## src/rtl/if_id_hazard_ctrl_pkg.sv

```systemverilog
// Shared definitions for the IF/ID hazard controller: state encoding, NOP word
// and the load-use hazard detector.
package if_id_hazard_ctrl_pkg;

    typedef enum logic [1:0] {
        ST_RUN       = 2'd0,
        ST_IMEM_WAIT = 2'd1,
        ST_DRAIN     = 2'd2,
        ST_HALTED    = 2'd3
    } state_e;

    // addi x0, x0, 0 -- what the IF/ID wrapper loads on IF_ID_flush
    localparam logic [31:0] NOP_INSN = 32'h00000013;

    function automatic logic load_use_hit(
        input logic       mem_read_ex,
        input logic [4:0] rd_ex,
        input logic       use_rs1,
        input logic [4:0] rs1,
        input logic       use_rs2,
        input logic [4:0] rs2
    );
        return mem_read_ex && (rd_ex != 5'd0) &&
               ((use_rs1 && (rs1 == rd_ex)) || (use_rs2 && (rs2 == rd_ex)));
    endfunction

endpackage

```

## src/rtl/if_id_hazard_ctrl_sat_counter.sv

```systemverilog
// Saturating up-counter with async active-low reset and a synchronous clear.
// Clear together with inc loads 1, which lets a counter restart at one.
module if_id_hazard_ctrl_sat_counter #(
    parameter int W = 16
) (
    input  logic         clk,
    input  logic         rst_n,
    input  logic         i_clr,
    input  logic         i_inc,
    output logic [W-1:0] o_cnt
);

    logic [W-1:0] r_cnt;

    // NOTE: sequential state uses non-blocking (<=) so every flop samples
    // pre-edge values regardless of process evaluation order.
    always_ff @(posedge clk or negedge rst_n) begin
        if (!rst_n) begin
            r_cnt <= '0;
        end else if (i_clr) begin
            r_cnt <= W'(i_inc);
        end else if (i_inc && (r_cnt != '1)) begin
            r_cnt <= r_cnt + 1'b1;
        end
    end

    assign o_cnt = r_cnt;

endmodule

```

## src/rtl/if_id_hazard_ctrl.sv

```systemverilog
// IF/ID front-end control: load-use stalls, branch flushes, IMEM wait states
// and halt/drain/resume, with saturating stall/flush counters and a timeout flag.
module if_id_hazard_ctrl
    import if_id_hazard_ctrl_pkg::*;
#(
    parameter int CNT_W        = 16,
    parameter int DRAIN_CYCLES = 3,
    parameter int WAIT_TIMEOUT = 64
) (
    input  logic             clk,
    input  logic             reset,
    input  logic [4:0]       RS1_ID,
    input  logic [4:0]       RS2_ID,
    input  logic             USE_RS1_ID,
    input  logic             USE_RS2_ID,
    input  logic             MemRead_EX,
    input  logic [4:0]       RD_EX,
    input  logic             PCSrc,
    input  logic             imem_ready,
    input  logic             halt_req,
    input  logic             resume,
    output logic             PC_write,
    output logic             IF_ID_write,
    output logic             IF_ID_flush,
    output logic             ID_EX_flush,
    output logic             halted,
    output logic             timeout_err,
    output logic [1:0]       state_o,
    output logic [CNT_W-1:0] stall_cnt,
    output logic [CNT_W-1:0] flush_cnt
);

    localparam int WAIT_W = $clog2(WAIT_TIMEOUT + 1);
    localparam int DRAIN_W = $clog2(DRAIN_CYCLES + 1);
    localparam logic [WAIT_W-1:0] WAIT_LIMIT = WAIT_W'(WAIT_TIMEOUT);
    localparam logic [DRAIN_W-1:0] DRAIN_LIMIT = DRAIN_W'(DRAIN_CYCLES);

    state_e              r_state;
    state_e              w_next;
    logic                r_resume_mask;
    logic                r_timeout_err;
    logic                w_load_use;
    logic                w_halt_ok;
    logic                w_timeout_hit;
    logic                w_pc_write;
    logic                w_if_id_write;
    logic                w_if_id_flush;
    logic                w_id_ex_flush;
    logic                w_stall_inc;
    logic                w_flush_inc;
    logic                w_wait_clr;
    logic                w_wait_inc;
    logic                w_drain_clr;
    logic                w_drain_inc;
    logic [WAIT_W-1:0]   w_wait_cnt;
    logic [DRAIN_W-1:0]  w_drain_cnt;

    assign w_load_use = load_use_hit(MemRead_EX, RD_EX, USE_RS1_ID, RS1_ID,
                                     USE_RS2_ID, RS2_ID);
    // The first RUN cycle after resume ignores a still-high halt_req.
    assign w_halt_ok  = halt_req && !r_resume_mask;

    // NOTE: every signal gets a default before the case so no path leaves it
    // unassigned, which would otherwise infer a latch.
    always_comb begin
        w_next        = r_state;
        w_pc_write    = 1'b1;
        w_if_id_write = 1'b1;
        w_if_id_flush = 1'b0;
        w_id_ex_flush = 1'b0;
        w_stall_inc   = 1'b0;
        w_flush_inc   = 1'b0;
        w_wait_clr    = 1'b1;
        w_wait_inc    = 1'b0;
        w_drain_clr   = 1'b1;
        w_drain_inc   = 1'b0;

        case (r_state)
            ST_RUN, ST_IMEM_WAIT: begin
                if (PCSrc) begin
                    w_if_id_flush = 1'b1;
                    w_id_ex_flush = 1'b1;
                    w_flush_inc   = 1'b1;
                    w_next        = (r_state == ST_IMEM_WAIT && !imem_ready) ?
                                    ST_IMEM_WAIT : ST_RUN;
                end else if (r_state == ST_IMEM_WAIT && !imem_ready) begin
                    w_pc_write    = 1'b0;
                    w_if_id_flush = 1'b1;
                    w_stall_inc   = 1'b1;
                    w_wait_clr    = 1'b0;
                    w_wait_inc    = (w_wait_cnt < WAIT_LIMIT);
                end else if (w_load_use) begin
                    w_pc_write    = 1'b0;
                    w_if_id_write = 1'b0;
                    w_id_ex_flush = 1'b1;
                    w_stall_inc   = 1'b1;
                    w_next        = ST_RUN;
                end else if (!imem_ready) begin
                    w_pc_write    = 1'b0;
                    w_if_id_flush = 1'b1;
                    w_stall_inc   = 1'b1;
                    w_wait_inc    = 1'b1;
                    w_next        = ST_IMEM_WAIT;
                end else if (w_halt_ok) begin
                    w_pc_write    = 1'b0;
                    w_if_id_flush = 1'b1;
                    w_drain_inc   = 1'b1;
                    w_next        = ST_DRAIN;
                end else begin
                    w_next        = ST_RUN;
                end
            end
            ST_DRAIN: begin
                // A branch redirect still writes PC so fetch restarts there on resume.
                w_pc_write    = PCSrc;
                w_if_id_flush = 1'b1;
                w_id_ex_flush = PCSrc || w_load_use;
                w_flush_inc   = PCSrc;
                w_drain_clr   = 1'b0;
                w_drain_inc   = 1'b1;
                if (w_drain_cnt >= DRAIN_LIMIT) begin
                    w_next = ST_HALTED;
                end
            end
            ST_HALTED: begin
                w_pc_write    = 1'b0;
                w_if_id_write = 1'b0;
                w_if_id_flush = 1'b1;
                w_id_ex_flush = 1'b1;
                if (resume) begin
                    w_next = ST_RUN;
                end
            end
        endcase
    end

    assign w_timeout_hit = (r_state == ST_IMEM_WAIT) && (w_wait_cnt == WAIT_LIMIT);

    always_ff @(posedge clk or negedge reset) begin
        if (!reset) begin
            r_state       <= ST_RUN;
            r_resume_mask <= 1'b0;
            r_timeout_err <= 1'b0;
        end else begin
            r_state       <= w_next;
            r_resume_mask <= (r_state == ST_HALTED) && resume;
            r_timeout_err <= r_timeout_err || w_timeout_hit;
        end
    end

    if_id_hazard_ctrl_sat_counter #(.W(CNT_W)) u_stall_cnt (
        .clk(clk), .rst_n(reset), .i_clr(1'b0), .i_inc(w_stall_inc), .o_cnt(stall_cnt)
    );

    if_id_hazard_ctrl_sat_counter #(.W(CNT_W)) u_flush_cnt (
        .clk(clk), .rst_n(reset), .i_clr(1'b0), .i_inc(w_flush_inc), .o_cnt(flush_cnt)
    );

    if_id_hazard_ctrl_sat_counter #(.W(WAIT_W)) u_wait_cnt (
        .clk(clk), .rst_n(reset), .i_clr(w_wait_clr), .i_inc(w_wait_inc), .o_cnt(w_wait_cnt)
    );

    if_id_hazard_ctrl_sat_counter #(.W(DRAIN_W)) u_drain_cnt (
        .clk(clk), .rst_n(reset), .i_clr(w_drain_clr), .i_inc(w_drain_inc), .o_cnt(w_drain_cnt)
    );

    // Reset overrides the control outputs combinationally, with no edge needed.
    assign PC_write    = reset && w_pc_write;
    assign IF_ID_write = reset && w_if_id_write;
    assign IF_ID_flush = !reset || w_if_id_flush;
    assign ID_EX_flush = !reset || w_id_ex_flush;
    assign halted      = reset && (r_state == ST_HALTED);
    assign timeout_err = r_timeout_err || w_timeout_hit;
    assign state_o     = r_state;

endmodule

```

## config.mk

```make
export PLATFORM = sky130hd
export DESIGN_NAME = if_id_hazard_ctrl
export DESIGN_NICKNAME = d
export VERILOG_FILES = /design/src/rtl/if_id_hazard_ctrl_pkg.sv /design/src/rtl/if_id_hazard_ctrl_sat_counter.sv /design/src/rtl/if_id_hazard_ctrl.sv
export SDC_FILE = /design/constraint.sdc
export NUM_CORES = 1
export LEC_CHECK = 0
export ABC_AREA = 1
export BUFFER_PORTS_ARGS = -buffer_cell sky130_fd_sc_hd__buf_2
export CORE_MARGIN = 2
export CORE_UTILIZATION = 50
export DETAILED_ROUTE_END_ITERATION = 7
export GPL_TIMING_DRIVEN = 0
export PLACE_DENSITY = 0.75
export SLEW_MARGIN = 15
export SYNTH_ARGS = -nofsm -noshare
export SYNTH_HDL_FRONTEND = slang
export SYNTH_SLANG_ARGS = --single-unit
```

## constraint.sdc

```tcl
create_clock -name clk -period 2.9 [get_ports clk]
set_input_delay 0 -clock clk [delete_from_list [all_inputs] [get_ports clk]]
set_output_delay 0 -clock clk [all_outputs]
set_load 0.05 [all_outputs]
```

=== Word-level counts from Yosys, hierarchy flattened ===
Index checks and enable logic that the tools add are counted.

* Reduce and logical (&&, ||, !) cells: 29
* Mux-type cells: 52
* Equality and inequality tests: 14
* Add/subtract/negate cells: 4
* Order comparisons: 2

{| class="wikitable"
|+ Operators with widths
! operator !! count
|-
| two-way mux 1 bit || 34
|-
| adder 16 x 1 -> 16 bit (second input constant) || 2
|-
| != test 16 bit (second input constant) || 2
|-
| two-way mux 2 bit || 9
|-
| logical AND 1 bit || 15
|-
| two-way mux 7 bit || 2
|-
| == test 5 bit || 2
|-
| case mux 1 bit (2 select lines) || 4
|-
| adder 7 x 1 -> 7 bit (second input constant) || 1
|-
| == test 7 bit (second input constant) || 1
|-
| < comparator 7 bit (second input constant) || 1
|-
| != test 7 bit (second input constant) || 1
|-
| != test 2 bit (second input constant) || 3
|-
| case mux 1 bit (3 select lines) || 2
|-
| case mux 2 bit (3 select lines) || 1
|-
| logical OR 1 bit || 5
|-
| nonzero test 5 bit || 1
|-
| == test 2 bit (second input constant) || 2
|-
| OR reduction 2 bit || 2
|-
| logical NOT 1 bit || 3
|-
| != test 3 bit (second input constant) || 1
|-
| AND reduction 3 bit || 1
|-
| adder 2 x 1 -> 2 bit (second input constant) || 1
|-
| == test 2 x 1 -> 1 bit (second input constant) || 1
|-
| 4 further kinds || 4
|}

* Output and inout bits: 40
* Bits in registers: 45
* Word-level logic and storage cells: 108
* Bits of input ports: 24

=== Logic depth before layout (Yosys ltp) ===
Gate-level depths: netlist of the first run.

* Word-level depth: 11
* Gate-level depth with buffers: 13
* Mapped depth without buffers: 13

=== Cells and area by module ===
A second synthesis of the first run with hierarchy kept.

* Cells, all modules: 489
* Area, all modules: 3214.3 sq um

{| class="wikitable"
|+ Modules (own cells, without submodules)
! module !! area an instance (sq um) !! instances !! cells each !! seq. area each (sq um)
|-
| if_id_hazard_ctrl_sat_counter at u_stall_cnt || 1024.7 || 1 || 147 || 400.4
|-
| if_id_hazard_ctrl_sat_counter at u_flush_cnt || 1021.0 || 1 || 149 || 400.4
|-
| if_id_hazard_ctrl || 624.3 || 1 || 119 || 100.1
|-
| if_id_hazard_ctrl_sat_counter at u_wait_cnt || 430.4 || 1 || 59 || 175.2
|-
| if_id_hazard_ctrl_sat_counter at u_drain_cnt || 113.9 || 1 || 15 || 50.0
|}

=== Least setup slack after synthesis of the first run ===
No wires, ideal clock.

* Kind: reg-to-output
* Start point: reg r_state[0], in the netlist state_o[0]
* End point: out IF_ID_write
* Stages on the path, launching flop included: 7
* Buffers on the path: 0
* Data arrival time: 2.262 ns
* Path slack: 0.638 ns
* Required time: 2.900 ns
* Cells stage by stage: dfrtp_1 inv_1 nor2_1 inv_2 nor2_4 nor2_1 a211oi_1

* Longest elaborated chain between the ends: 6
* Elaborated cells on any way between the ends: 9
* Those cells by class: 2 x eq/ne; 3 x mux; 4 x reduce/logical

{| class="wikitable"
|+ RTL lines
! item !! RTL line !! RTL
|-
| from (decl) || if_id_hazard_ctrl.sv:38 || <nowiki>state_e r_state;</nowiki>
|-
| from (signal assigned) || if_id_hazard_ctrl.sv:145 || <nowiki>r_state <= w_next;</nowiki>
|-
| == test 2 x 1 -> 1 bit || if_id_hazard_ctrl.sv:78, if_id_hazard_ctrl.sv:86 ||
|-
| logical AND 1 bit || if_id_hazard_ctrl.sv:86 || <nowiki>end else if (r_state == ST_IMEM_WAIT && !imem_ready) begin</nowiki>
|-
| two-way mux 1 bit || if_id_hazard_ctrl.sv:86 ||
|-
| two-way mux 1 bit || if_id_hazard_ctrl.sv:80 || <nowiki>if (PCSrc) begin</nowiki>
|-
| case mux 1 bit (2 select lines) * || if_id_hazard_ctrl.sv:78 || <nowiki>case (r_state)</nowiki>
|-
| logical AND 1 bit * || if_id_hazard_ctrl.sv:169 || <nowiki>assign IF_ID_write = reset && w_if_id_write;</nowiki>
|-
| to (decl) || if_id_hazard_ctrl.sv:23 || <nowiki>output logic IF_ID_write,</nowiki>
|}

Every way passes the cells marked *; elsewhere a longest branch is shown, timed or not.

=== Final worst setup path of the first run ===
* Start point: reg u_stall_cnt.r_cnt[0], in the netlist u_stall_cnt.o_cnt[0]
* End point: reg u_stall_cnt.r_cnt[14], in the netlist u_stall_cnt.o_cnt[14]

* Longest elaborated chain between the ends: 2
* Elaborated cells on any way between the ends: 3
* Those cells by class: 1 x add/sub; 1 x eq/ne; 1 x reduce/logical

{| class="wikitable"
|+ RTL lines
! item !! RTL line !! RTL
|-
| from (decl) || if_id_hazard_ctrl_sat_counter.sv:13 || <nowiki>logic [W-1:0] r_cnt;</nowiki>
|-
| from (signal assigned) || if_id_hazard_ctrl_sat_counter.sv:21 || <nowiki>r_cnt <= W'(i_inc);</nowiki>
|-
| from (signal assigned) || if_id_hazard_ctrl_sat_counter.sv:23 || <nowiki>r_cnt <= r_cnt + 1'b1;</nowiki>
|-
| branches (longest 2 deep; another with adder 16 x 1 -> 16 bit) || - ||
|}

Several ways; the timed one is not identified.
A chain may end at the register's enable or synchronous reset.

==> flow_results.xml, run 1 <==
<?xml version="1.0" encoding="UTF-8"?>
<metrics>
  <group name="routing">
    <metric name="detail_route.wirelength" unit="mm">6.49</metric>
    <metric name="detail_route.iter0.violations" unit="">120</metric>
    <metric name="route.detailed.drc" unit="">0</metric>
    <metric name="num_vias" unit="">2689</metric>
    <metric name="postRouteAntennaNets" unit="">0</metric>
    <metric name="avgViaCountPerCell" unit="">4.99</metric>
    <metric name="per_cell_routed_wire_length" unit="um">12.0</metric>
    <metric name="drt-pass1-iter-count" unit="">4</metric>
  </group>
  <group name="cts">
    <metric name="post_cts_hold_buffer_count" unit="">2</metric>
    <metric name="clock_tree.root_cell" unit="">sky130_fd_sc_hd__clkbuf_8</metric>
    <metric name="cts_setup_buffers" unit="">0</metric>
    <metric name="cts_repair_resize_count" unit="">0</metric>
    <metric name="cts.htree.levels" unit="">2</metric>
    <metric name="number_of_buffers_on_the_longest_clock_path" unit="">2</metric>
    <metric name="cts_inserted_buffers" unit="">5</metric>
    <metric name="insertion_delay" unit="ns">0.30</metric>
    <metric name="cts_tree" unit="">done</metric>
    <metric name="numClockSinks" unit="">45</metric>
    <metric name="clk_pin_slew" unit="ns">0.08</metric>
  </group>
  <group name="floorplan">
    <metric name="die-height" unit="um">80.5</metric>
    <metric name="start_util" unit="">0.524</metric>
    <metric name="placementRows" unit="">27</metric>
    <metric name="die_width" unit="um">80.5</metric>
    <metric name="core_area" unit="mm^2">0.00557</metric>
    <metric name="ios" unit="">64</metric>
    <metric name="floorplan.die_area" unit="mm^2">0.00647</metric>
  </group>
  <group name="setup_path">
    <metric name="regToRegEndpoint" unit="">u_stall_cnt.o_cnt[14]$_DFFE_PN0P_</metric>
    <metric name="worstSetupEndpointType" unit="">flop</metric>
    <metric name="cpMostUsedCell" unit="">sky130_fd_sc_hd__nand2_1</metric>
    <metric name="worstRegToRegCells" unit="">7</metric>
    <metric name="critical-path-max-stage-delay" unit="ns">0.43</metric>
    <metric name="cp_cell_sequence" unit="">ha_1 &gt; nand2_1 &gt; nor3_2 &gt; a311oi_2 &gt; clkbuf_1 &gt; nand3_1 &gt; nand2_1</metric>
    <metric name="total_buffers_and_inverters_traversed_by_the_critical_path" unit="">1</metric>
    <metric name="worst-endpoint-arrival" unit="ns">2.11</metric>
    <metric name="timing.critical_path.max_delay_family" unit="">simple AND/OR/NAND/NOR gates</metric>
    <metric name="category_of_the_most_critical_setup_path" unit="">flop to flop</metric>
    <metric name="crit_required" unit="ns">3.14</metric>
    <metric name="worstPathMaxFanout" unit="">10</metric>
    <metric name="critical_path.slowest_cell" unit="">sky130_fd_sc_hd__dfrtp_1</metric>
    <metric name="r2r-start" unit="">u_stall_cnt.o_cnt[0]$_DFFE_PN0P_</metric>
    <metric name="startpoint_type" unit="">flop</metric>
    <metric name="r2r_setup_slack" unit="ns">1.03</metric>
  </group>
  <group name="flow_run">
    <metric name="cap_violations" unit="">0</metric>
  </group>
  <group name="synthesis">
    <metric name="mappedNetlistNets" unit="">422</metric>
    <metric name="syn_area_per_cell" unit="um^2">7.44</metric>
    <metric name="combinational_family_with_the_most_area_after_synthesis" unit="">simple AND/OR/NAND/NOR gates</metric>
    <metric name="synth_top_cell_area_share" unit="">0.385</metric>
    <metric name="synth_largest_area_cell" unit="">sky130_fd_sc_hd__dfrtp_1</metric>
    <metric name="synth-seq-cells" unit="">45</metric>
    <metric name="synth_simple_gate_area_frac" unit="">0.367</metric>
    <metric name="synth.area.top_cells" unit="">sky130_fd_sc_hd__dfrtp_1 (39%), sky130_fd_sc_hd__nand2_1 (15%), sky130_fd_sc_hd__xor2_1 (5.7%)</metric>
    <metric name="synthCells" unit="">393</metric>
    <metric name="synth_area" unit="mm^2">0.00292</metric>
    <metric name="synth.area.mux_share" unit="">0</metric>
    <metric name="compound_gate_portion_of_the_synthesized_area" unit="">0.0428</metric>
    <metric name="synth_sequential_area_ratio" unit="">0.385</metric>
    <metric name="synth-warning-count" unit="">0</metric>
    <metric name="synthXorXnorAreaFrac" unit="">0.0985</metric>
    <metric name="synth.distinct_cells" unit="">33</metric>
    <metric name="synthAdderAreaFrac" unit="">0.0214</metric>
  </group>
  <group name="global_routing">
    <metric name="grt_start_max_net_pins" unit="">49</metric>
    <metric name="global_route.overflow_total" unit="">0</metric>
    <metric name="track_usage" unit="">0.213</metric>
    <metric name="antenna_found_initial" unit="">0</metric>
    <metric name="first_global_vias" unit="">2498</metric>
    <metric name="grt_pass1_wl" unit="mm">10.9</metric>
  </group>
  <group name="placed_design">
    <metric name="globalplace.congestion" unit="">0.834</metric>
    <metric name="post-dp-hpwl" unit="mm">4.79</metric>
    <metric name="port-buffer-count" unit="">63</metric>
    <metric name="dpl_cell_area" unit="mm^2">0.00333</metric>
  </group>
  <group name="finish">
    <metric name="finalCoreUtilization" unit="">0.622</metric>
    <metric name="fin_area" unit="mm^2">0.00347</metric>
    <metric name="num-fill-cells" unit="">532</metric>
    <metric name="design.final.nets" unit="">495</metric>
    <metric name="antenna_cells_inserted" unit="">0</metric>
    <metric name="areaGrowthSynthToFinish" unit="%">18.7</metric>
    <metric name="share_of_final_layout_standard_cells_stronger_than_drive_strength_1" unit="">0.259</metric>
    <metric name="multi_input_comb_area" unit="mm^2">0.00155</metric>
    <metric name="sequential_cell_area" unit="mm^2">0.00113</metric>
  </group>
  <group name="timing">
    <metric name="maximum_clock_rate" unit="MHz">535</metric>
    <metric name="timing_max_transition_violations_final" unit="">0</metric>
    <metric name="hold_viol" unit="">0</metric>
    <metric name="setup-tns-final" unit="ns">0</metric>
    <metric name="timing.final.crit_period" unit="ns">1.87</metric>
    <metric name="slew-limit-headroom" unit="">0.696</metric>
    <metric name="clock_skew" unit="ns">0.00722</metric>
    <metric name="setup_violations" unit="">0</metric>
    <metric name="worst_slew_pin_slew" unit="ns">0.454</metric>
    <metric name="grt_setup_unrepaired" unit="">false</metric>
    <metric name="period_share" unit="">0.645</metric>
  </group>
  <group name="pwr">
    <metric name="cellLeakagePower" unit="nW">1.82</metric>
    <metric name="vdd_drop_max" unit="mV">0.755</metric>
    <metric name="pwr_density_cell" unit="mW/mm^2">731</metric>
  </group>
  <group name="status">
    <metric name="status" unit="">finished, final reports clean</metric>
  </group>
  <group name="worst_hold_path">
    <metric name="min_path_cells" unit="">4</metric>
    <metric name="hold_path_end" unit="">u_stall_cnt.o_cnt[13]$_DFFE_PN0P_</metric>
    <metric name="min-delay-start" unit="">PCSrc</metric>
    <metric name="hold_path_class" unit="">primary input to flop</metric>
  </group>
</metrics>
## kinds of logic after synthesis
family / Yosys count
AOI/OAI and AO/OA: 20
xor gates and xnor gates: 32
adders and majority gates: 5
buffers and inverters: 64
DFF: 45
and+or+nand+nor: 227
## layout make-up
class                      count  area share
clock inverter                 1     0.00144
tap                           72      0.0260
sequential                    45       0.325
buffer                         5     0.00757
inverter                      59      0.0638
clock buffer                   7      0.0278
timing repair buffer          66       0.102
multi-input combinational    284       0.446
## report_power, final
group | internal (mW) | switching, mW | total (mW)
logic | 0.309 | 0.861 | 1.17
clock network | 0.216 | 0.211 | 0.426
registers | 0.763 | 0.175 | 0.938
## per-layer routing
layer  share of wire  wire length (um)  global-route usage  up-vias
met5               0                 0                   0        -
met4          0.0066                43              0.0475        0
met3           0.039               255              0.0483        5
met2            0.50              3270               0.363       46
met1            0.45              2920               0.275     1252
li1                -                 -                   -     1386
## sequential cells by signal, indices dropped and copies added, names as in the netlist
| name | count |
|---|---|
| u_wait_cnt.o_cnt | 7 |
| u_stall_cnt.o_cnt | 16 |
| u_flush_cnt.o_cnt | 16 |
| r_resume_mask | 1 |
| u_drain_cnt.o_cnt | 2 |
| state_o | 2 |
| r_timeout_err | 1 |
## worst min-delay path, stage by stage
cell	delay, ns
sky130_fd_sc_hd__buf_2	0.15
sky130_fd_sc_hd__a311oi_2	0.07
sky130_fd_sc_hd__nand3_1	0.07
sky130_fd_sc_hd__nand2_1	0.05
## synth_stat cells (all sizes together)
library cell and n:
nand2 124, inv 59, dfrtp 45, nor2 40, nand3 38, xor2 20
nor3 13, xnor2 12, o21ai 10, nand4 6, ha 5, buf 4
nor4 4, a21oi 3, a211oi 2, a22oi 2, a311oi 1, a31o 1
clkbuf 1, nand3b 1, nor3b 1, o22ai 1
## per-stage QoR
| step | hold slack (ns) | instances | total power [mW] | worst slack, ns |
|---|---|---|---|---|
| 2_1_floorplan | -0.296 | 393 | 1.83 | 0.638 |
| 3_5_place_dp | 0.254 | 528 | 2.12 | 1.06 |
| 3_3_place_gp | 0.236 | 528 | 2.09 | 1.06 |
| 5_1_grt | 0.0750 | 539 | 2.71 | 0.897 |
| 4_1_cts | 0.0620 | 538 | 2.55 | 0.754 |
| 6_report | 0.0701 | 539 | 2.53 | 1.03 |
## how the worst max path moves through the flow
stage	slack, ns	endpoint	depth (start not counted)	startpoint
after CTS	0.75	IF_ID_write	5	reset
after floorplan	0.64	IF_ID_write	6	state_o[0]$_DFFE_PN0P_
after global routing	0.90	u_stall_cnt.o_cnt[3]$_DFFE_PN0P_	7	u_stall_cnt.o_cnt[0]$_DFFE_PN0P_
after detailed placement	1.06	u_stall_cnt.o_cnt[10]$_DFFE_PN0P_	7	u_stall_cnt.o_cnt[0]$_DFFE_PN0P_
final	1.03	u_stall_cnt.o_cnt[14]$_DFFE_PN0P_	7	u_stall_cnt.o_cnt[0]$_DFFE_PN0P_
after global placement	1.06	u_stall_cnt.o_cnt[3]$_DFFE_PN0P_	7	u_stall_cnt.o_cnt[0]$_DFFE_PN0P_
## cells in the final DEF (no fill, tap or decap), types with 2 or more instances in the layout
master,netlist,final
sky130_fd_sc_hd__nand4_1,6,6
sky130_fd_sc_hd__a22oi_1,2,2
sky130_fd_sc_hd__nand2_2,7,7
sky130_fd_sc_hd__nand3_2,5,5
sky130_fd_sc_hd__buf_2,3,66
sky130_fd_sc_hd__nor4_2,2,2
sky130_fd_sc_hd__nor4_1,2,2
sky130_fd_sc_hd__ha_1,5,5
sky130_fd_sc_hd__xnor2_1,12,12
sky130_fd_sc_hd__nand2_4,2,2
sky130_fd_sc_hd__nand3_1,33,33
sky130_fd_sc_hd__nor3_1,12,12
sky130_fd_sc_hd__clkbuf_8,0,7
sky130_fd_sc_hd__o21ai_0,4,4
sky130_fd_sc_hd__xor2_1,19,19
sky130_fd_sc_hd__nor2_4,6,6
sky130_fd_sc_hd__dlygate4sd3_1,0,2
sky130_fd_sc_hd__nor2_2,2,2
sky130_fd_sc_hd__o21ai_1,6,6
sky130_fd_sc_hd__nor2_1,32,32
sky130_fd_sc_hd__a211oi_1,2,2
sky130_fd_sc_hd__inv_2,17,17
sky130_fd_sc_hd__dfrtp_1,45,45
sky130_fd_sc_hd__a21oi_1,3,3
sky130_fd_sc_hd__nand2_1,115,115
sky130_fd_sc_hd__inv_1,42,42
Power figures use the tool's default switching activity.
==> inputs of run 2 (changes only) <==
Settings changed: ABC_AREA 1 to 0, PLACE_DENSITY 0.75 to 0.77.
Clock period 2.9 ns to 1.8 ns, I/O delays scaled along.
==> flow_results.xml, run 2 <==
<?xml version="1.0" encoding="UTF-8"?>
<metrics>
  <group name="status">
    <metric name="status" unit="">finished, violations left</metric>
    <metric name="violations" unit="">negative hold slack</metric>
  </group>
  <group name="cts">
    <metric name="cts.htree.levels" unit="">2</metric>
    <metric name="post_cts_hold_buffer_count" unit="">3</metric>
    <metric name="number_of_buffers_on_the_longest_clock_path" unit="">2</metric>
    <metric name="cts_tree" unit="">done</metric>
    <metric name="insertion_delay" unit="ns">0.29</metric>
    <metric name="numClockSinks" unit="">45</metric>
    <metric name="cts_inserted_buffers" unit="">5</metric>
    <metric name="clock_tree.root_cell" unit="">sky130_fd_sc_hd__clkbuf_8</metric>
    <metric name="clk_pin_slew" unit="ns">0.09</metric>
  </group>
  <group name="pwr">
    <metric name="vdd_drop_max" unit="mV">0.666</metric>
    <metric name="cellLeakagePower" unit="nW">1.49</metric>
    <metric name="report.power.total" unit="mW">3.83</metric>
    <metric name="pwr_density_cell" unit="mW/mm^2">1180</metric>
  </group>
  <group name="global_routing">
    <metric name="first_global_vias" unit="">1954</metric>
    <metric name="grt_pass1_wl" unit="mm">8.65</metric>
    <metric name="antenna_found_initial" unit="">0</metric>
    <metric name="global_route.overflow_total" unit="">0</metric>
    <metric name="track_usage" unit="">0.202</metric>
    <metric name="grt_start_max_net_pins" unit="">50</metric>
  </group>
  <group name="setup_path">
    <metric name="startpoint_type" unit="">primary input</metric>
    <metric name="worstSetupEndpointType" unit="">primary output</metric>
    <metric name="worst-endpoint-arrival" unit="ns">1.73</metric>
    <metric name="category_of_the_most_critical_setup_path" unit="">primary input to primary output</metric>
    <metric name="worstPathMaxFanout" unit="">6</metric>
    <metric name="r2r-start" unit="">u_stall_cnt.o_cnt[7]$_DFFE_PN0P_</metric>
    <metric name="r2r_setup_slack" unit="ns">0.08</metric>
    <metric name="worstRegToRegCells" unit="">5</metric>
    <metric name="regToRegEndpoint" unit="">u_stall_cnt.o_cnt[15]$_DFFE_PN0P_</metric>
    <metric name="crit_required" unit="ns">1.80</metric>
  </group>
  <group name="synthesis">
    <metric name="postSynth.asyncResetShare" unit="">1.00</metric>
    <metric name="synth-seq-cells" unit="">45</metric>
    <metric name="synth-warning-count" unit="">0</metric>
    <metric name="synthCells" unit="">251</metric>
    <metric name="synth-main-ff-cell" unit="">sky130_fd_sc_hd__dfrtp_1</metric>
    <metric name="yosys.cell_count.top_type" unit="">sky130_fd_sc_hd__dfrtp_1</metric>
    <metric name="synth_top_cell_area_share" unit="">0.456</metric>
    <metric name="synth_largest_area_cell" unit="">sky130_fd_sc_hd__dfrtp_1</metric>
    <metric name="synth_sequential_area_ratio" unit="">0.456</metric>
    <metric name="synth_area" unit="mm^2">0.00247</metric>
    <metric name="synth_top_cells_by_count" unit="">sky130_fd_sc_hd__dfrtp_1 (45), sky130_fd_sc_hd__xnor2_1 (24), sky130_fd_sc_hd__nand2_1 (23), sky130_fd_sc_hd__nand3_1 (17), sky130_fd_sc_hd__xor2_1 (15)</metric>
    <metric name="syn_area_per_cell" unit="um^2">9.83</metric>
    <metric name="synth_enable_flop_cells" unit="">0</metric>
    <metric name="synth.area.top_cells" unit="">sky130_fd_sc_hd__dfrtp_1 (46%), sky130_fd_sc_hd__xnor2_1 (8.5%), sky130_fd_sc_hd__xor2_1 (5.3%)</metric>
    <metric name="mappedNetlistNets" unit="">280</metric>
    <metric name="synth.distinct_cells" unit="">44</metric>
  </group>
  <group name="timing">
    <metric name="clock_skew" unit="ns">0.00672</metric>
    <metric name="worst_slew_pin_slew" unit="ns">1.01</metric>
    <metric name="setup_violations" unit="">0</metric>
    <metric name="period_share" unit="">0.963</metric>
    <metric name="slew-limit-headroom" unit="">0.326</metric>
    <metric name="timing.final.crit_period" unit="ns">1.73</metric>
    <metric name="maximum_clock_rate" unit="MHz">577</metric>
    <metric name="setup-tns-final" unit="ns">0</metric>
    <metric name="post-route-worst-setup-slack" unit="ns">0.0661</metric>
    <metric name="timing_max_transition_violations_final" unit="">0</metric>
    <metric name="fin_worst_hold_slack" unit="ns">-0.130</metric>
    <metric name="hold_viol" unit="">45</metric>
  </group>
  <group name="floorplan">
    <metric name="die-height" unit="um">74.2</metric>
    <metric name="die_width" unit="um">74.2</metric>
    <metric name="placementRows" unit="">25</metric>
    <metric name="core_area" unit="mm^2">0.00475</metric>
    <metric name="start_util" unit="">0.519</metric>
    <metric name="ios" unit="">64</metric>
    <metric name="floorplan.die_area" unit="mm^2">0.00551</metric>
  </group>
  <group name="placed_design">
    <metric name="globalplace.congestion" unit="">0.866</metric>
    <metric name="post-dp-hpwl" unit="mm">3.89</metric>
    <metric name="port-buffer-count" unit="">63</metric>
    <metric name="pre_cts_ws" unit="ns">-0.103</metric>
  </group>
  <group name="routing">
    <metric name="num_vias" unit="">2165</metric>
    <metric name="detail_route.iter0.violations" unit="">47</metric>
    <metric name="per_cell_routed_wire_length" unit="um">13.4</metric>
    <metric name="avgViaCountPerCell" unit="">5.39</metric>
    <metric name="route.detailed.drc" unit="">0</metric>
    <metric name="detail_route.wirelength" unit="mm">5.37</metric>
    <metric name="drt-pass1-iter-count" unit="">4</metric>
    <metric name="postRouteAntennaNets" unit="">0</metric>
  </group>
  <group name="finish">
    <metric name="antenna_cells_inserted" unit="">0</metric>
    <metric name="most_common_cell_after_layout_fill_and_taps_aside" unit="">sky130_fd_sc_hd__buf_2</metric>
    <metric name="share_of_final_layout_standard_cells_stronger_than_drive_strength_1" unit="">0.403</metric>
    <metric name="most_used_cells_in_the_layout_excluding_fill_and_tap_cells" unit="">sky130_fd_sc_hd__buf_2 (62), sky130_fd_sc_hd__dfrtp_1 (25), sky130_fd_sc_hd__xnor2_1 (24)</metric>
    <metric name="design.final.nets" unit="">363</metric>
    <metric name="multi_input_comb_area" unit="mm^2">0.00135</metric>
    <metric name="sequential_cell_area" unit="mm^2">0.00115</metric>
    <metric name="areaGrowthSynthToFinish" unit="%">31.2</metric>
    <metric name="num-fill-cells" unit="">400</metric>
  </group>
  <group name="worst_hold_path">
    <metric name="hold_path_class" unit="">primary input to async pin</metric>
  </group>
  <group name="flow_run">
    <metric name="cap_violations" unit="">0</metric>
  </group>
</metrics>
==> run 2: cell count changes after synthesis, moves of 9 or more <==
cell,previous run,this run
sky130_fd_sc_hd__inv_1,42,11
sky130_fd_sc_hd__nand2_1,115,23
sky130_fd_sc_hd__inv_2,17,1
sky130_fd_sc_hd__nor2_1,32,13
sky130_fd_sc_hd__a21oi_1,3,12
sky130_fd_sc_hd__and3_1,0,13
sky130_fd_sc_hd__nand3_1,33,17
sky130_fd_sc_hd__xnor2_1,12,24
==> run 2: through the flow <==
stage	utilization	cells	area, um^2
6_report	0.681	402	3240
5_1_grt	0.681	402	3240
4_1_cts	0.661	396	3140
3_5_place_dp	0.616	381	2930
3_3_place_gp	0.616	381	2930
2_1_floorplan	-	251	2530
==> run 2: critical path, stage by stage <==
cell and delay [ns]:
sky130_fd_sc_hd__buf_2 0.12, sky130_fd_sc_hd__or4_4 0.54, sky130_fd_sc_hd__o21ai_4 0.17, sky130_fd_sc_hd__or2_1 0.11, sky130_fd_sc_hd__buf_2 0.15, sky130_fd_sc_hd__a21oi_1 0.07
sky130_fd_sc_hd__or3_1 0.36, sky130_fd_sc_hd__buf_4 0.20
==> run 2: timing repair <==
| action | 4_1_cts | 5_1_grt |
|---|---|---|
| hold endpoints to repair | 48 | 45 |
| buffers inserted | 4 | 7 |
| pin swaps | 1 | 4 |
| gates resized for setup | 4 | 16 |
| endpoints found under the setup margin | 5 | 15 |
==> run 2: final cells by class <==
| class | instances | share of cell area |
|---|---|---|
| Buffer | 5 | 0.0124 |
| Clock buffer | 5 | 0.0213 |
| Clock inverter | 3 | 0.0201 |
| Inverter | 12 | 0.0139 |
| Multi-Input combinational cell | 188 | 0.417 |
| Sequential cell | 45 | 0.356 |
| Tap cell | 67 | 0.0259 |
| Timing Repair Buffer | 77 | 0.134 |
==> run 2: where the power goes <==
part	switching, mW	total (mW)	internal [mW]
combinational	1.02	1.53	0.506
sequential	0.214	1.42	1.20
clock	0.337	0.889	0.551
==> run 2: logic make-up (layout without fill, tap and decap cells) <==
logic type / count (synthesis) / in the layout / synth area share
DFF: 45 / 45 / 0.456
muxes: 4 / 4 / 0.0183
AOI/OAI and AO/OA: 33 / 33 / 0.0903
buffers and inverters: 18 / 102 / 0.0330
adders and majority gates: 5 / 5 / 0.0254
and+or+nand+nor: 107 / 107 / 0.238
xor gates and xnor gates: 39 / 39 / 0.138
==> run 2: per-layer routing <==
layer  vias up  GRT usage  wire length, um  part of all wire
met4         0     0.0694               79             0.015
li1       1051          -                -                 -
met5         -          0                0                 0
met1      1023      0.269             2340              0.44
met2        84      0.326             2590              0.48
met3         7     0.0461              358             0.067
==> run 2: worst max path at each step <==
| stage | from | endpoint | cells after the start |
|---|---|---|---|
| after global routing | u_stall_cnt.o_cnt[7]$_DFFE_PN0P_ | u_stall_cnt.o_cnt[1]$_DFFE_PN0P_ | 6 |
| final | RD_EX[1] | ID_EX_flush | 8 |
| after global placement | u_wait_cnt.o_cnt[0]$_DFFE_PN0P_ | u_wait_cnt.o_cnt[5]$_DFFE_PN0P_ | 8 |
| after detailed placement | RD_EX[2] | u_stall_cnt.o_cnt[1]$_DFFE_PN0P_ | 7 |
| after CTS | u_flush_cnt.o_cnt[2]$_DFFE_PN0P_ | u_flush_cnt.o_cnt[11]$_DFFE_PN0P_ | 7 |
| after floorplan | u_stall_cnt.o_cnt[7]$_DFFE_PN0P_ | u_stall_cnt.o_cnt[1]$_DFFE_PN0P_ | 6 |
==> inputs of run 3 (changes only) <==
Settings changed: PLACE_DENSITY 0.77 to 0.78, SYNTH_HIERARCHICAL from default to 1.
Clock period 1.8 ns to 1.55 ns, I/O delays scaled along.
==> flow_results.xml, run 3 <==
<?xml version="1.0" encoding="UTF-8"?>
<metrics>
  <group name="setup_path">
    <metric name="worst-endpoint-arrival" unit="ns">2.22</metric>
    <metric name="worstSetupEndpointType" unit="">flop</metric>
    <metric name="category_of_the_most_critical_setup_path" unit="">flop to flop</metric>
    <metric name="critical_path.slowest_cell" unit="">sky130_fd_sc_hd__dfrtp_2</metric>
    <metric name="crit_required" unit="ns">1.74</metric>
    <metric name="critical-path-max-stage-delay" unit="ns">0.45</metric>
    <metric name="startpoint_type" unit="">flop</metric>
    <metric name="cp_cell_sequence" unit="">buf_8 &gt; nor3_4 &gt; a31o_4 &gt; and4_4 &gt; nand3_4 &gt; nor4b_4 &gt; mux2_4</metric>
    <metric name="timing.critical_path.max_delay_family" unit="">simple AND/OR/NAND/NOR gates</metric>
    <metric name="worstPathMaxFanout" unit="">4</metric>
    <metric name="total_buffers_and_inverters_traversed_by_the_critical_path" unit="">1</metric>
  </group>
  <group name="synthesis">
    <metric name="synthCells" unit="">316</metric>
    <metric name="synth_top_cell_area_share" unit="">0.381</metric>
    <metric name="postSynth.asyncResetShare" unit="">1.00</metric>
    <metric name="synth.area.top_cells" unit="">sky130_fd_sc_hd__dfrtp_1 (38%), sky130_fd_sc_hd__a21oi_1 (3.7%), sky130_fd_sc_hd__nor2_1 (3.3%)</metric>
    <metric name="syn_area_per_cell" unit="um^2">9.36</metric>
    <metric name="synth_top_cells_by_count" unit="">sky130_fd_sc_hd__dfrtp_1 (45), sky130_fd_sc_hd__nor2_1 (26), sky130_fd_sc_hd__nand2_1 (23), sky130_fd_sc_hd__a21oi_1 (22), sky130_fd_sc_hd__inv_1 (16)</metric>
    <metric name="synth-main-ff-cell" unit="">sky130_fd_sc_hd__dfrtp_1</metric>
    <metric name="synth-warning-count" unit="">6</metric>
    <metric name="synth_sequential_area_ratio" unit="">0.381</metric>
    <metric name="synth-seq-cells" unit="">45</metric>
    <metric name="synth.distinct_cells" unit="">65</metric>
    <metric name="synth_enable_flop_cells" unit="">0</metric>
    <metric name="yosys.cell_count.top_type" unit="">sky130_fd_sc_hd__dfrtp_1</metric>
    <metric name="synth_area" unit="mm^2">0.00296</metric>
    <metric name="synth_largest_area_cell" unit="">sky130_fd_sc_hd__dfrtp_1</metric>
  </group>
  <group name="cts">
    <metric name="clk_pin_slew" unit="ns">0.09</metric>
    <metric name="numClockSinks" unit="">45</metric>
    <metric name="cts.htree.levels" unit="">2</metric>
    <metric name="post_cts_hold_buffer_count" unit="">1</metric>
    <metric name="clock_tree.root_cell" unit="">sky130_fd_sc_hd__clkbuf_8</metric>
    <metric name="cts_inserted_buffers" unit="">5</metric>
    <metric name="number_of_buffers_on_the_longest_clock_path" unit="">2</metric>
    <metric name="insertion_delay" unit="ns">0.30</metric>
    <metric name="cts_tree" unit="">done</metric>
  </group>
  <group name="pwr">
    <metric name="switchingPower" unit="mW">1.60</metric>
    <metric name="flop_pwr_share" unit="">0.352</metric>
    <metric name="vdd_drop_max" unit="mV">0.800</metric>
    <metric name="sw_frac_of_total" unit="">0.395</metric>
    <metric name="pwr_density_cell" unit="mW/mm^2">873</metric>
    <metric name="p_clk_frac" unit="">0.180</metric>
    <metric name="pwr-share-comb" unit="">0.467</metric>
    <metric name="cellLeakagePower" unit="nW">1.97</metric>
    <metric name="power.internal" unit="mW">2.45</metric>
  </group>
  <group name="global_routing">
    <metric name="global_route.overflow_total" unit="">0</metric>
    <metric name="first_global_vias" unit="">2837</metric>
    <metric name="grt_pass1_wl" unit="mm">13.2</metric>
    <metric name="track_usage" unit="">0.253</metric>
    <metric name="grt_start_max_net_pins" unit="">51</metric>
    <metric name="antenna_found_initial" unit="">0</metric>
  </group>
  <group name="floorplan">
    <metric name="die-height" unit="um">80.9</metric>
    <metric name="core_area" unit="mm^2">0.00582</metric>
    <metric name="die_width" unit="um">80.9</metric>
    <metric name="placementRows" unit="">28</metric>
    <metric name="ios" unit="">64</metric>
    <metric name="start_util" unit="">0.509</metric>
    <metric name="floorplan.die_area" unit="mm^2">0.00655</metric>
  </group>
  <group name="finish">
    <metric name="num-fill-cells" unit="">350</metric>
    <metric name="share_of_final_layout_standard_cells_stronger_than_drive_strength_1" unit="">0.601</metric>
    <metric name="most_used_cells_in_the_layout_excluding_fill_and_tap_cells" unit="">sky130_fd_sc_hd__buf_2 (57), sky130_fd_sc_hd__buf_4 (46), sky130_fd_sc_hd__dfrtp_2 (33)</metric>
    <metric name="most_common_cell_after_layout_fill_and_taps_aside" unit="">sky130_fd_sc_hd__buf_2</metric>
    <metric name="areaGrowthSynthToFinish" unit="%">56.7</metric>
    <metric name="fin_area" unit="mm^2">0.00464</metric>
    <metric name="design.final.nets" unit="">476</metric>
    <metric name="antenna_cells_inserted" unit="">0</metric>
  </group>
  <group name="routing">
    <metric name="postRouteAntennaNets" unit="">0</metric>
    <metric name="detail_route.wirelength" unit="mm">9.74</metric>
    <metric name="avgViaCountPerCell" unit="">6.22</metric>
    <metric name="drt-pass1-iter-count" unit="">5</metric>
    <metric name="num_vias" unit="">3258</metric>
    <metric name="detail_route.iter0.violations" unit="">175</metric>
    <metric name="per_cell_routed_wire_length" unit="um">18.6</metric>
    <metric name="route.detailed.drc" unit="">0</metric>
  </group>
  <group name="placed_design">
    <metric name="globalplace.congestion" unit="">0.859</metric>
    <metric name="post-dp-hpwl" unit="mm">5.08</metric>
    <metric name="dpl_cell_area" unit="mm^2">0.00359</metric>
    <metric name="port-buffer-count" unit="">63</metric>
    <metric name="pre_cts_ws" unit="ns">-0.840</metric>
  </group>
  <group name="timing">
    <metric name="fin_worst_hold_slack" unit="ns">-0.381</metric>
    <metric name="grt_setup_unrepaired" unit="">true</metric>
    <metric name="hold_viol" unit="">45</metric>
    <metric name="post-route-worst-setup-slack" unit="ns">-0.483</metric>
    <metric name="timing.final.crit_period" unit="ns">2.03</metric>
    <metric name="slew-limit-headroom" unit="">0.570</metric>
    <metric name="timing_max_transition_violations_final" unit="">0</metric>
    <metric name="worst_slew_pin_slew" unit="ns">0.640</metric>
    <metric name="clock_skew" unit="ns">0.00767</metric>
    <metric name="maximum_clock_rate" unit="MHz">492</metric>
    <metric name="period_share" unit="">1.31</metric>
    <metric name="setup_violations" unit="">44</metric>
  </group>
  <group name="status">
    <metric name="status" unit="">finished, violations left</metric>
    <metric name="violations" unit="">negative hold slack, negative setup slack</metric>
  </group>
  <group name="worst_hold_path">
    <metric name="hold_path_class" unit="">primary input to async pin</metric>
  </group>
  <group name="flow_run">
    <metric name="cap_violations" unit="">0</metric>
  </group>
</metrics>
## run 3: power by group through the flow
stage,clock network [mW],registers [mW],logic [mW]
2_1_floorplan,0,1.63,0.751
3_3_place_gp,0,1.45,1.18
3_5_place_dp,0,1.45,1.21
4_1_cts,0.742,1.41,1.66
5_1_grt,0.808,1.44,2.01
6_report,0.729,1.43,1.89
## run 3: metal layers
layer  global-route usage  vias to the layer above  wire [um]
met3               0.0378                       30        610
met1                0.317                     1605       3830
met4               0.0661                        0        244
li1                     -                     1455          -
met5                    0                        -          0
met2                0.452                      168       5060
## run 3: kinds of logic (layout without fill, tap and decap cells)
logic type / Yosys count / after routing / share of synthesized area
simple gates: 147 / 147 / 0.319
compound gates: 71 / 71 / 0.175
flops: 45 / 45 / 0.381
buf+inv: 27 / 157 / 0.0381
mux: 11 / 11 / 0.0397
xor+xnor: 10 / 10 / 0.0296
fa+ha+maj: 4 / 4 / 0.0169
other cells: 1 / 4 / 0.00127
## run 3: timing repair
item / CTS / global route
setup endpoints to repair: 40 / 46
setup buffers: 38 / 26
gates resized for setup: 59 / 59
pin swaps: 31 / 39
hold endpoints to repair: 46 / 45
## run 3: final cells by class
type	instances	area (um^2)	share of cell area
Sequential cell	45	1170	0.252
Multi-Input combinational cell	247	2290	0.494
Timing Repair Buffer	124	882	0.190
Clock inverter	2	10.0	0.00216
Buffer	8	56.3	0.0121
Clock buffer	6	72.6	0.0156
Inverter	17	66.3	0.0143
Tap cell	75	93.8	0.0202
## run 3: worst reg2reg max path: stages (launching register included)
cell	delay (ns)
sky130_fd_sc_hd__dfrtp_2	0.45
sky130_fd_sc_hd__buf_8	0.15
sky130_fd_sc_hd__nor3_4	0.20
sky130_fd_sc_hd__a31o_4	0.13
sky130_fd_sc_hd__and4_4	0.26
sky130_fd_sc_hd__nand3_4	0.11
sky130_fd_sc_hd__nor4b_4	0.29
sky130_fd_sc_hd__mux2_4	0.33
## run 3: stage by stage
| step | total power [mW] | setup TNS (ns) | hold slack (ns) | utilization | cells |
|---|---|---|---|---|---|
| global route | 4.25 | -13.29 | -0.348 | 0.798 | 524 |
| detailed placement | 2.67 | -13.80 | 0.270 | 0.617 | 457 |
| floorplan | 2.38 | -9.75 | -0.296 | - | 319 |
| finish | 4.05 | -10.87 | -0.381 | 0.798 | 524 |
| CTS | 3.82 | -8.29 | -0.256 | 0.732 | 504 |
| global placement | 2.63 | -12.45 | 0.264 | 0.617 | 457 |
## run 3: worst paths after layout
path / start / end / slack [ns] / cells after the start
worst min register to register: r_timeout_err$_DFF_PN0_ / r_timeout_err$_DFF_PN0_ / 0.49 / 2
worst max-delay path: state_o[1]$_DFFE_PN0P_ / u_stall_cnt/o_cnt[15]$_DFFE_PN0P_ / -0.48 / 7
max in group asynchronous: reset / u_stall_cnt/o_cnt[0]$_DFFE_PN0P_ / 1.55 / 1
min in group clk: imem_ready / state_o[0]$_DFFE_PN0P_ / 0.09 / 4
worst min-delay path: reset / u_flush_cnt/o_cnt[7]$_DFFE_PN0P_ / -0.38 / 1
worst max register to register: state_o[1]$_DFFE_PN0P_ / u_stall_cnt/o_cnt[15]$_DFFE_PN0P_ / -0.48 / 7
